==> config.mk <==
export PLATFORM = sky130hd
export DESIGN_NAME = prt_slot_scheduler_flat
export DESIGN_NICKNAME = d
export VERILOG_FILES = /design/src/rtl/prt_slot_scheduler_if.sv /design/src/rtl/prt_slot_scheduler.sv /design/src/flat_wrapper.sv
export SDC_FILE = /design/constraint.sdc
export NUM_CORES = 1
export LEC_CHECK = 0
export ABC_AREA = 1
export BUFFER_PORTS_ARGS = -buffer_cell sky130_fd_sc_hd__buf_2
export CAP_MARGIN = 40
export CORE_ASPECT_RATIO = 1.1
export CORE_MARGIN = 1
export CORE_UTILIZATION = 50
export CTS_BUF_LIST = sky130_fd_sc_hd__clkbuf_8
export DETAILED_ROUTE_END_ITERATION = 8
export HOLD_SLACK_MARGIN = 0.12
export PLACE_DENSITY_LB_ADDON = 0.25
export SYNTH_ARGS = -nofsm -noshare
export SYNTH_HDL_FRONTEND = slang
export SYNTH_SLANG_ARGS = --single-unit
==> constraint.sdc <==
create_clock -name clk -period 7.9 [get_ports clk]
set_input_delay 0.395 -clock clk [delete_from_list [all_inputs] [get_ports clk]]
set_output_delay 0.395 -clock clk [all_outputs]
set_load 0.02 [all_outputs]
==> src/rtl/prt_slot_scheduler_if.sv <==
// Slot-scheduler bus: rx allocation, firewall verdicts, tx selection, PRT invalidates.
// alloc_req/tx_req are levels held by the requester; alloc_gnt/tx_gnt/inv_valid are one-cycle pulses.
interface prt_slot_scheduler_if #(
    parameter int NUM_SLOTS = 4,
    parameter int SLOT_W    = $clog2(NUM_SLOTS)
);
    logic                   alloc_req;
    logic                   alloc_gnt;
    logic [SLOT_W-1:0]      alloc_slot;
    logic                   rx_done;
    logic                   rx_abort;
    logic [SLOT_W-1:0]      rx_slot;
    logic                   verdict_valid;
    logic [SLOT_W-1:0]      verdict_slot;
    logic                   verdict_unsafe;
    logic                   tx_req;
    logic                   tx_gnt;
    logic [SLOT_W-1:0]      tx_slot;
    logic                   tx_active;
    logic                   tx_done;
    logic                   inv_valid;
    logic [SLOT_W-1:0]      inv_slot;
    logic                   free_slot_avail;
    logic [SLOT_W:0]        used_count;
    logic                   err;
    // Per-slot state, 3 bits each: 0 FREE, 1 RX, 2 WAIT_FW, 3 READY_TX, 4 TX.
    logic [NUM_SLOTS*3-1:0] dbg_slot_state;

    modport master (
        output alloc_req, rx_done, rx_abort, rx_slot,
        output verdict_valid, verdict_slot, verdict_unsafe, tx_req, tx_done,
        input  alloc_gnt, alloc_slot, tx_gnt, tx_slot, tx_active,
        input  inv_valid, inv_slot, free_slot_avail, used_count, err, dbg_slot_state
    );

    modport slave (
        input  alloc_req, rx_done, rx_abort, rx_slot,
        input  verdict_valid, verdict_slot, verdict_unsafe, tx_req, tx_done,
        output alloc_gnt, alloc_slot, tx_gnt, tx_slot, tx_active,
        output inv_valid, inv_slot, free_slot_avail, used_count, err, dbg_slot_state
    );
endinterface

==> src/rtl/prt_slot_scheduler.sv <==
// PRT slot lifecycle controller: FREE -> RX -> WAIT_FW -> READY_TX -> TX -> FREE,
// arbitrating rx allocation, firewall verdicts and round-robin tx selection.
module prt_slot_scheduler #(
    parameter int NUM_SLOTS = 4,
    parameter int SLOT_W    = $clog2(NUM_SLOTS)
) (
    input  logic                clk,
    input  logic                reset,
    prt_slot_scheduler_if.slave bus
);
    typedef enum logic [2:0] {
        S_FREE     = 3'd0,
        S_RX       = 3'd1,
        S_WAIT_FW  = 3'd2,
        S_READY_TX = 3'd3,
        S_TX       = 3'd4
    } slot_state_e;

    slot_state_e       r_state     [NUM_SLOTS];
    slot_state_e       w_state_nxt [NUM_SLOTS];
    logic              r_alloc_gnt, w_alloc_gnt;
    logic [SLOT_W-1:0] r_alloc_slot, w_alloc_slot;
    logic              r_tx_gnt, w_tx_gnt;
    logic [SLOT_W-1:0] r_tx_slot, w_tx_slot;
    logic              r_tx_active, w_tx_active;
    logic              r_inv_valid, w_inv_valid;
    logic [SLOT_W-1:0] r_inv_slot, w_inv_slot;
    logic              r_free_avail, w_free_avail;
    logic [SLOT_W:0]   r_used_count, w_used_count;
    logic              r_err, w_err;
    logic [SLOT_W-1:0] r_rr_ptr, w_rr_ptr;
    logic              w_rx_ok, w_vd_ok;
    int                w_rr_idx;

    always_comb begin
        for (int i = 0; i < NUM_SLOTS; i++) w_state_nxt[i] = r_state[SLOT_W'(i)];
        w_alloc_gnt  = 1'b0;
        w_alloc_slot = r_alloc_slot;
        w_tx_gnt     = 1'b0;
        w_tx_slot    = r_tx_slot;
        w_tx_active  = r_tx_active;
        w_inv_valid  = 1'b0;
        w_inv_slot   = r_inv_slot;
        w_err        = r_err;
        w_rr_ptr     = r_rr_ptr;
        w_rx_ok      = 1'b0;
        w_vd_ok      = 1'b0;
        w_rr_idx     = 0;

        // Both grants look only at start-of-cycle state, so a slot changing state
        // this cycle is never handed out in the same cycle.
        if (bus.alloc_req && !r_alloc_gnt) begin
            for (int i = NUM_SLOTS - 1; i >= 0; i--) begin
                if (r_state[SLOT_W'(i)] == S_FREE) begin
                    w_alloc_gnt  = 1'b1;
                    w_alloc_slot = SLOT_W'(i);
                end
            end
        end

        if (bus.tx_req && !r_tx_active) begin
            for (int k = NUM_SLOTS - 1; k >= 0; k--) begin
                w_rr_idx = int'(r_rr_ptr) + k;
                if (w_rr_idx >= NUM_SLOTS) w_rr_idx = w_rr_idx - NUM_SLOTS;
                if (r_state[SLOT_W'(w_rr_idx)] == S_READY_TX) begin
                    w_tx_gnt  = 1'b1;
                    w_tx_slot = SLOT_W'(w_rr_idx);
                end
            end
        end
        if (w_tx_gnt) begin
            w_tx_active = 1'b1;
            w_rr_ptr    = (int'(w_tx_slot) == NUM_SLOTS - 1) ? '0 : w_tx_slot + SLOT_W'(1);
        end

        for (int i = 0; i < NUM_SLOTS; i++) begin
            if (bus.rx_slot == SLOT_W'(i) && r_state[SLOT_W'(i)] == S_RX) w_rx_ok = 1'b1;
            if (bus.verdict_slot == SLOT_W'(i) && r_state[SLOT_W'(i)] == S_WAIT_FW) w_vd_ok = 1'b1;
        end

        // rx_done and rx_abort share rx_slot, so abort simply takes priority.
        for (int i = 0; i < NUM_SLOTS; i++) begin
            if ((bus.rx_done || bus.rx_abort) && w_rx_ok && bus.rx_slot == SLOT_W'(i))
                w_state_nxt[i] = bus.rx_abort ? S_FREE : S_WAIT_FW;
            if (bus.verdict_valid && w_vd_ok && bus.verdict_slot == SLOT_W'(i))
                w_state_nxt[i] = bus.verdict_unsafe ? S_FREE : S_READY_TX;
            if (bus.tx_done && r_tx_active && r_tx_slot == SLOT_W'(i))
                w_state_nxt[i] = S_FREE;
            if (w_alloc_gnt && w_alloc_slot == SLOT_W'(i))
                w_state_nxt[i] = S_RX;
            if (w_tx_gnt && w_tx_slot == SLOT_W'(i))
                w_state_nxt[i] = S_TX;
        end

        if ((bus.rx_done || bus.rx_abort) && !w_rx_ok) w_err = 1'b1;
        if (bus.verdict_valid && !w_vd_ok) w_err = 1'b1;
        if (bus.tx_done && !r_tx_active) w_err = 1'b1;
        if (bus.tx_done && r_tx_active) w_tx_active = 1'b0;
        if (bus.verdict_valid && w_vd_ok && bus.verdict_unsafe) begin
            w_inv_valid = 1'b1;
            w_inv_slot  = bus.verdict_slot;
        end

        w_used_count = '0;
        for (int i = 0; i < NUM_SLOTS; i++) begin
            if (w_state_nxt[i] != S_FREE) w_used_count = w_used_count + (SLOT_W+1)'(1);
        end
        w_free_avail = (w_used_count != (SLOT_W+1)'(NUM_SLOTS));
    end

    always_ff @(posedge clk or posedge reset) begin
        if (reset) begin
            for (int i = 0; i < NUM_SLOTS; i++) r_state[SLOT_W'(i)] <= S_FREE;
            r_alloc_gnt  <= 1'b0;
            r_alloc_slot <= '0;
            r_tx_gnt     <= 1'b0;
            r_tx_slot    <= '0;
            r_tx_active  <= 1'b0;
            r_inv_valid  <= 1'b0;
            r_inv_slot   <= '0;
            r_free_avail <= 1'b1;
            r_used_count <= '0;
            r_err        <= 1'b0;
            r_rr_ptr     <= '0;
        end else begin
            for (int i = 0; i < NUM_SLOTS; i++) r_state[SLOT_W'(i)] <= w_state_nxt[i];
            r_alloc_gnt  <= w_alloc_gnt;
            r_alloc_slot <= w_alloc_slot;
            r_tx_gnt     <= w_tx_gnt;
            r_tx_slot    <= w_tx_slot;
            r_tx_active  <= w_tx_active;
            r_inv_valid  <= w_inv_valid;
            r_inv_slot   <= w_inv_slot;
            r_free_avail <= w_free_avail;
            r_used_count <= w_used_count;
            r_err        <= w_err;
            r_rr_ptr     <= w_rr_ptr;
        end
    end

    always_comb begin
        bus.dbg_slot_state = '0;
        for (int i = 0; i < NUM_SLOTS; i++) bus.dbg_slot_state[i*3 +: 3] = r_state[SLOT_W'(i)];
    end

    assign bus.alloc_gnt       = r_alloc_gnt;
    assign bus.alloc_slot      = r_alloc_slot;
    assign bus.tx_gnt          = r_tx_gnt;
    assign bus.tx_slot         = r_tx_slot;
    assign bus.tx_active       = r_tx_active;
    assign bus.inv_valid       = r_inv_valid;
    assign bus.inv_slot        = r_inv_slot;
    assign bus.free_slot_avail = r_free_avail;
    assign bus.used_count      = r_used_count;
    assign bus.err             = r_err;
endmodule
==> src/flat_wrapper.sv <==
// flat-port wrapper written by rule: the top's interface ports become plain ports
module prt_slot_scheduler_flat 
#(
    parameter int NUM_SLOTS = 4,
    parameter int SLOT_W    = $clog2(NUM_SLOTS)
)
  (clk, reset, bus_alloc_req, bus_rx_done, bus_rx_abort, bus_rx_slot, bus_verdict_valid, bus_verdict_slot, bus_verdict_unsafe, bus_tx_req, bus_tx_done, bus_alloc_gnt, bus_alloc_slot, bus_tx_gnt, bus_tx_slot, bus_tx_active, bus_inv_valid, bus_inv_slot, bus_free_slot_avail, bus_used_count, bus_err, bus_dbg_slot_state);
  prt_slot_scheduler_if #(.NUM_SLOTS(NUM_SLOTS), .SLOT_W(SLOT_W)) bus_i ();
  input  logic clk;
  input  logic reset;
  input wire logic [$bits(bus_i.alloc_req)-1:0] bus_alloc_req;
  input wire logic [$bits(bus_i.rx_done)-1:0] bus_rx_done;
  input wire logic [$bits(bus_i.rx_abort)-1:0] bus_rx_abort;
  input wire logic [$bits(bus_i.rx_slot)-1:0] bus_rx_slot;
  input wire logic [$bits(bus_i.verdict_valid)-1:0] bus_verdict_valid;
  input wire logic [$bits(bus_i.verdict_slot)-1:0] bus_verdict_slot;
  input wire logic [$bits(bus_i.verdict_unsafe)-1:0] bus_verdict_unsafe;
  input wire logic [$bits(bus_i.tx_req)-1:0] bus_tx_req;
  input wire logic [$bits(bus_i.tx_done)-1:0] bus_tx_done;
  output wire logic [$bits(bus_i.alloc_gnt)-1:0] bus_alloc_gnt;
  output wire logic [$bits(bus_i.alloc_slot)-1:0] bus_alloc_slot;
  output wire logic [$bits(bus_i.tx_gnt)-1:0] bus_tx_gnt;
  output wire logic [$bits(bus_i.tx_slot)-1:0] bus_tx_slot;
  output wire logic [$bits(bus_i.tx_active)-1:0] bus_tx_active;
  output wire logic [$bits(bus_i.inv_valid)-1:0] bus_inv_valid;
  output wire logic [$bits(bus_i.inv_slot)-1:0] bus_inv_slot;
  output wire logic [$bits(bus_i.free_slot_avail)-1:0] bus_free_slot_avail;
  output wire logic [$bits(bus_i.used_count)-1:0] bus_used_count;
  output wire logic [$bits(bus_i.err)-1:0] bus_err;
  output wire logic [$bits(bus_i.dbg_slot_state)-1:0] bus_dbg_slot_state;
  assign bus_i.alloc_req = bus_alloc_req;
  assign bus_i.rx_done = bus_rx_done;
  assign bus_i.rx_abort = bus_rx_abort;
  assign bus_i.rx_slot = bus_rx_slot;
  assign bus_i.verdict_valid = bus_verdict_valid;
  assign bus_i.verdict_slot = bus_verdict_slot;
  assign bus_i.verdict_unsafe = bus_verdict_unsafe;
  assign bus_i.tx_req = bus_tx_req;
  assign bus_i.tx_done = bus_tx_done;
  assign bus_alloc_gnt = bus_i.alloc_gnt;
  assign bus_alloc_slot = bus_i.alloc_slot;
  assign bus_tx_gnt = bus_i.tx_gnt;
  assign bus_tx_slot = bus_i.tx_slot;
  assign bus_tx_active = bus_i.tx_active;
  assign bus_inv_valid = bus_i.inv_valid;
  assign bus_inv_slot = bus_i.inv_slot;
  assign bus_free_slot_avail = bus_i.free_slot_avail;
  assign bus_used_count = bus_i.used_count;
  assign bus_err = bus_i.err;
  assign bus_dbg_slot_state = bus_i.dbg_slot_state;
  prt_slot_scheduler #(.NUM_SLOTS(NUM_SLOTS), .SLOT_W(SLOT_W)) u_core (.clk(clk), .reset(reset), .bus(bus_i));
endmodule
# --- Yosys cells after proc, flatten, opt, wreduce, memory -nomap -nowiden ---
# Index checks and enable logic that the tools add are counted.
word_totals:
  regBits: 23
  inputBits: 13
  output_inout_bits: 27
  elab_cells: 185
op_classes:
  n_addsub: 11
  n_lt_le_gt_ge: 8
  n_eq_ne: 25
  mux: 73
  n_bitwise: 4
  reduce_logical: 51
ops:
  columns: ["cell", "count"]
  rows:
  - ["3-bit 2-to-1 mux", 31]
  - ["2-bit 2-to-1 mux", 19]
  - ["1-bit logical AND", 33]
  - ["3-bit binary-select mux with 2-bit select", 4]
  - ["2-bit equality test, second input constant", 10]
  - ["1-bit 2-to-1 mux", 19]
  - ["3-bit by 2-bit equality test with 1-bit output, second input constant", 6]
  - ["2-bit by 3-bit greater-or-equal comparator with 1-bit output, second input constant", 5]
  - ["3-bit nonzero test", 5]
  - ["2-bit by 1-bit equality test with 1-bit output, second input constant", 6]
  - ["2-bit logical NOT", 5]
  - ["3-bit greater-or-equal comparator, second input constant", 3]
  - ["2-bit NOT", 4]
  - ["2-bit by 1-bit subtractor with 2-bit output, second input constant", 4]
  - ["2-bit by 2-bit adder with 3-bit output, second input constant", 2]
  - ["3-bit by 1-bit adder with 3-bit output, second input constant", 2]
  - ["3-bit by 1-bit equality test with 1-bit output, second input constant", 2]
  - ["3-bit logical NOT", 2]
  - ["1-bit logical NOT", 4]
  - ["2-bit by 1-bit adder with 3-bit output, second input constant", 1]
  - ["3-bit inequality test, second input constant", 1]
  - ["1-bit by 1-bit adder with 2-bit output, second input constant", 1]
  - ["2-bit by 1-bit adder with 2-bit output, second input constant", 1]
  - ["2-bit nonzero test", 1]
  - ["1-bit logical OR", 1]

# --- Longest topological paths before layout ---
logic_depth:
  ltp_word: 26
  mapped_depth: 28
  ltp_nobuf: 27

# --- Worst setup path before layout ---
# Ideal clock, no wire load.
synth_timing:
  path_type: "reg2reg"
  start: "reg u_core.r_state (netlist bit u_core.bus.dbg_slot_state[2])"
  end: "reg u_core.r_used_count[1] (netlist: u_core.bus.used_count[1])"
  setup_time_ns: 0.116
  arrival_time_ns: 2.997
  slack_ns: 4.786
  path_stages_with_launch: 26
  path_buffers: 0
  period_less_slack_ns: 3.114
  cell_sequence: "dfrtp_1 > inv_2 > nand2_1 > o21ai_1 > nand2_2 > nand2_4 > nand2_4 > inv_4 > nor2_1 > inv_1 > ha_1 > inv_1 > nor2_2 > a31oi_1 > nand3_2 > inv_2 > ha_1 > inv_1 > nand4_1 > nand2_1 > inv_1 > ha_1 > inv_1 > nand2_1 > nand2_1 > inv_1"
synth_lines:
  columns: ["item", "line_no", "rtl"]
  rows:
  - ["start, declared", "prt_slot_scheduler.sv:19", "slot_state_e r_state [NUM_SLOTS];"]
  - ["3-bit binary-select mux with 2-bit select", "prt_slot_scheduler.sv:65", "if (r_state[SLOT_W'(w_rr_idx)] == S_READY_TX) begin"]
  - ["3-bit 2-to-1 mux (implied by the code) (2 in a row)", "prt_slot_scheduler.sv:65", null]
  - ["3-bit by 2-bit equality test with 1-bit output", "prt_slot_scheduler.sv:65", null]
  - ["1-bit 2-to-1 mux (3 in a row)", "prt_slot_scheduler.sv:65", null]
  - ["1-bit 2-to-1 mux (*)", "prt_slot_scheduler.sv:65", null]
  - ["1-bit 2-to-1 mux (*)", "prt_slot_scheduler.sv:61", "if (bus.tx_req && !r_tx_active) begin"]
  - ["named net u_core.w_tx_gnt", "prt_slot_scheduler.sv:23", "logic r_tx_gnt, w_tx_gnt;"]
  - ["1-bit logical AND", "prt_slot_scheduler.sv:91", "if (w_tx_gnt && w_tx_slot == SLOT_W'(i))"]
  - ["[2 not listed]", null, null]
  - ["1-bit 2-to-1 mux", "prt_slot_scheduler.sv:106", "if (w_state_nxt[i] != S_FREE) w_used_count = w_used_count + (SLOT_W+1)'(1);"]
  - ["1-bit by 1-bit adder with 2-bit output", "prt_slot_scheduler.sv:106", null]
  - ["3-bit 2-to-1 mux", "prt_slot_scheduler.sv:106", null]
  - ["3-bit by 1-bit adder with 3-bit output", "prt_slot_scheduler.sv:106", null]
  - ["3-bit 2-to-1 mux", "prt_slot_scheduler.sv:106", null]
  - ["3-bit by 1-bit adder with 3-bit output", "prt_slot_scheduler.sv:106", null]
  - ["3-bit 2-to-1 mux (*)", "prt_slot_scheduler.sv:106", null]
  - ["named net u_core.w_used_count[1]", "prt_slot_scheduler.sv:29", "logic [SLOT_W:0] r_used_count, w_used_count;"]
  - ["end signal, assigned", "prt_slot_scheduler.sv:135", "r_used_count <= w_used_count;"]
  - ["end, declared", "prt_slot_scheduler.sv:29", null]
# The timed path passes the listed nets; every way through them passes the cells marked *. The select of a mux whose other input is x is not followed.
# A chain may end at the register's enable or synchronous reset.

# --- Final worst setup path ---
layout_timing:
  start: "reg u_core.r_rr_ptr[0]"
  end: "reg u_core.r_used_count[1] (netlist: u_core.bus.used_count[1])"
layout_lines:
  columns: ["item", "line_no", "rtl"]
  rows:
  - ["start, declared", "prt_slot_scheduler.sv:31", "logic [SLOT_W-1:0] r_rr_ptr, w_rr_ptr;"]
  - ["start signal, assigned", "prt_slot_scheduler.sv:137", "r_rr_ptr <= w_rr_ptr;"]
  - ["2-bit by 2-bit adder with 3-bit output", "prt_slot_scheduler.sv:63", "w_rr_idx = int'(r_rr_ptr) + k;"]
  - ["3-bit greater-or-equal comparator or 2-bit by 1-bit subtractor with 2-bit output (tied branches)", "prt_slot_scheduler.sv:64", "if (w_rr_idx >= NUM_SLOTS) w_rr_idx = w_rr_idx - NUM_SLOTS;"]
  - ["2-bit 2-to-1 mux", "prt_slot_scheduler.sv:64", null]
  - ["2-bit 2-to-1 mux", "prt_slot_scheduler.sv:61", null]
  - ["2-bit NOT (implied by the code)", "prt_slot_scheduler.sv:65", null]
  - ["3-bit binary-select mux with 2-bit select", "prt_slot_scheduler.sv:65", null]
  - ["3-bit 2-to-1 mux (implied by the code) (2 in a row)", "prt_slot_scheduler.sv:65", null]
  - ["3-bit by 2-bit equality test with 1-bit output", "prt_slot_scheduler.sv:65", null]
  - ["[5 not listed]", null, null]
  - ["named net u_core.w_tx_gnt", "prt_slot_scheduler.sv:23", null]
  - ["[3 not listed]", null, null]
  - ["1-bit 2-to-1 mux", "prt_slot_scheduler.sv:106", null]
  - ["1-bit by 1-bit adder with 2-bit output", "prt_slot_scheduler.sv:106", null]
  - ["3-bit 2-to-1 mux", "prt_slot_scheduler.sv:106", null]
  - ["3-bit by 1-bit adder with 3-bit output", "prt_slot_scheduler.sv:106", null]
  - ["3-bit 2-to-1 mux", "prt_slot_scheduler.sv:106", null]
  - ["3-bit by 1-bit adder with 3-bit output", "prt_slot_scheduler.sv:106", null]
  - ["3-bit 2-to-1 mux (*)", "prt_slot_scheduler.sv:106", null]
  - ["named net u_core.w_used_count[1]", "prt_slot_scheduler.sv:29", null]
# Marked as above.

==> run metrics <==
Yosys cell types=33; Post-CTS Hold Fix Bufs=0; Avg WL per Cell=between 10 and 15 um; Worst Skew=~0.0015 ns; CTS max path bufs=2; 1st-iter DRT viols=65; minimum clock period=3.40 ns; vias in the first global route=1,362; Post-Synthesis Cells=220; part of the power in registers=28.7%; post-cts sizing count=0; register area share after synthesis=about 34%; antenna-violating nets left=0; Max Slew Vio Count=0; leading cell type in the layout, fill and taps excluded=nand2_1; die height=62.7 um; DR pass1 iterations=8; mux contribution to synthesized area=0%; Final Cycle Share=43.1%; first-pass GRT wire length=5.83 mm; reg2reg end=u_core.bus.used_count[1]$_DFF_PP0_; Int Power=0.345 mW; Final #Nets=between 200 and 300; Placer Congestion=0.859; drt drc=10; dominant synthesized flop cell=dfrtp_1; Post-Synth Adder-Cell Area=6.73%; Net Sw Power=0.366 mW; worst endpoint required time=8.07 ns; Die W=roughly 57 um; Mean Syn Cell Area=between 7 and 8 um^2; # H-tree levels=1; clk sinks=23; most frequent cells in the layout=42 x nand2_1, 33 x inv_1, 33 x buf_2; initial core utilization=53.5%; clock transition at the registers of the reported paths=~0.08 ns; clk_lat worst skew=0.27 ns; initial antenna violation count=0; Final Core Density=approximately three fifths; antenna fix cells=0; number of CTS-inserted buffers=3; EDFF count, synth=0; Post-Synth Simple-Gate Area=38.9%; core area=0.00313 mm^2; gr ovfl total=0; Reg2Reg Depth=25; peak supply drop=roughly 0.14 mV; DRT Wirelength=roughly 3.3 mm; flop2flop setup slack=roughly 4.5 ns; Yosys reg bits=23; CP Max Fanout=8; Finish-stage setup viols=0; unrepaired setup endpoints after global routing=no; DP HPWL=2.75 mm; port bufs=33; worst r2r src=u_core.r_rr_ptr[0]$_DFFE_PP0P_; clock tree root driver cell=clkbuf_8; Worst Hold Class=in2async; power density cells=373 mW/mm^2; Comb power frac=61.0%; CP Launch Type=flop; failing checks=DRC; Slew @ Worst Pin=a little over 0.5 ns; Post-Route Setup TNS=0 ns; # IOs=40; CTS tree=built; WS Path Type=reg2reg; Area growth syn-to-layout=13.8%; Die ar.=around 0.0036 mm^2; Post CTS Setup Buffer Count=0; Post-synth ARST share=100%; routed vias/inst=5.15; Synth Area in XOR/XNOR=less than 1%; Total GRT Usage=21.1%; switching fraction of total power=51.5%; compound-gate portion of the synthesized area=under 10%; status=finished, violations left; kind of end point of the critical path=flop; Mapped Area=0.00167 mm^2; Site Rows=21; Leak=between 1 and 1.5 nW; Achievable Freq=approximately 0.3 GHz; Warnings, synthesis=6; Max Cap Violations=0; layout cells sized above 1=30.5%; largest net degree at the start of global routing=14; Arr. time, crit path=3.57 ns; via count=1,493; largest family of logic cells by synthesized area=simple AND/OR/NAND/NOR gates; Slew headroom=66.4%; Clock Power Share=10.3%; final hold vios=0
Yosys cell counts, types with 4 or more instances:
master	n	share of area [%]
dfrtp_1	22	33
inv_1	32	7.2
ha_1	9	6.7
nor2_2	4	1.5
nand2_2	8	3.0
nand3_1	25	7.5
nand2_1	42	9.4
o21ai_0	6	1.8
nand3_2	7	4.2
inv_2	9	2.0
nor2_1	18	4.0
buf_4	6	2.7
nand4_1	7	2.6
final cells by class:
class / instances / area, um^2
Clock buffer: 3 / 41.3
Clock inverter: 1 / 3.75
Fill cell: 291 / 1220
Inverter: 43 / 166
Multi-Input combinational cell: 152 / 893
Sequential cell: 23 / 577
Tap cell: 34 / 42.5
Timing Repair Buffer: 34 / 180
metal layers:
metal	track usage, %	share of wire, %
met3	3.52	5.2
met5	0	0
met1	27.2	46
met4	10.4	2.6
met2	34.0	46
how the worst max path moves through the flow:
stage / cells past startpoint / end / start / slack (ns)
floorplan: 25 / u_core.bus.used_count[1]$_DFF_PP0_ / u_core.bus.dbg_slot_state[2]$_DFF_PP0_ / 4.79
global placement: 25 / u_core.bus.used_count[1]$_DFF_PP0_ / u_core.r_rr_ptr[0]$_DFFE_PP0P_ / 4.55
detailed placement: 25 / u_core.bus.used_count[1]$_DFF_PP0_ / u_core.r_rr_ptr[0]$_DFFE_PP0P_ / 4.50
CTS: 25 / u_core.bus.used_count[1]$_DFF_PP0_ / u_core.r_rr_ptr[0]$_DFFE_PP0P_ / 4.48
global route: 25 / u_core.bus.used_count[1]$_DFF_PP0_ / u_core.r_rr_ptr[0]$_DFFE_PP0P_ / 4.09
finish: 25 / u_core.bus.used_count[1]$_DFF_PP0_ / u_core.r_rr_ptr[0]$_DFFE_PP0P_ / 4.50
logic make-up after synthesis:
kind of cell	count (synthesis)
AOI/OAI and AO/OA	16
xor gates and xnor gates	1
adders and majority gates	9
buffers and inverters	50
DFF	23
other	1
and+or+nand+nor	120
sequential cells by signal (all words and copies together) (netlist names):
name and count:
u_core.bus.dbg_slot_state 6, u_core.bus.used_count 3, u_core.bus.alloc_slot 2, u_core.bus.inv_slot 2
u_core.bus.tx_slot 2, u_core.bus.tx_gnt 1, u_core.bus.free_slot_avail 1, u_core.bus.inv_valid 1
u_core.r_rr_ptr 2, u_core.bus.alloc_gnt 1, u_core.bus.err 1, u_core.bus.tx_active 1
worst max-delay path, stage by stage (launching register included):
cell and delay, ns:
dfrtp_1 0.53, inv_4 0.08, nand3_1 0.07, nand2_1 0.08, nand2_2 0.11, nand2_4 0.09, nand2_4 0.10, inv_4 0.05
nor2_1 0.22, inv_1 0.10, ha_1 0.20, inv_1 0.06, nor2_2 0.05, a31oi_1 0.22, nand3_2 0.14, inv_2 0.08
ha_1 0.26, inv_1 0.06, nand4_1 0.12, nand2_1 0.12, inv_1 0.05, ha_1 0.27, inv_1 0.05, nand2_1 0.05
nand2_1 0.09, inv_1 0.04
per-stage QoR:
| step | hold WS (ns) | instances | area (um^2) | total power [mW] | setup slack [ns] |
|---|---|---|---|---|---|
| after floorplan | 0.396 | 225 | 1690 | 0.546 | 4.79 |
| after global placement | 0.471 | 285 | 1840 | 0.633 | 4.55 |
| after detailed placement | 0.445 | 286 | 1860 | 0.640 | 4.50 |
| after CTS | 0.152 | 290 | 1900 | 0.715 | 4.48 |
| after global routing | 0.164 | 290 | 1900 | 0.786 | 4.09 |
| final | 0.136 | 290 | 1900 | 0.710 | 4.50 |
power by group through the flow:
stage               combinational (mW)  sequential, mW  clock, mW
floorplan                        0.306           0.240          0
global placement                 0.427           0.206          0
detailed placement               0.434           0.206          0
CTS                              0.437           0.203     0.0748
global route                     0.497           0.210     0.0797
finish                           0.433           0.204     0.0734
(Power assumes the default switching activity.)
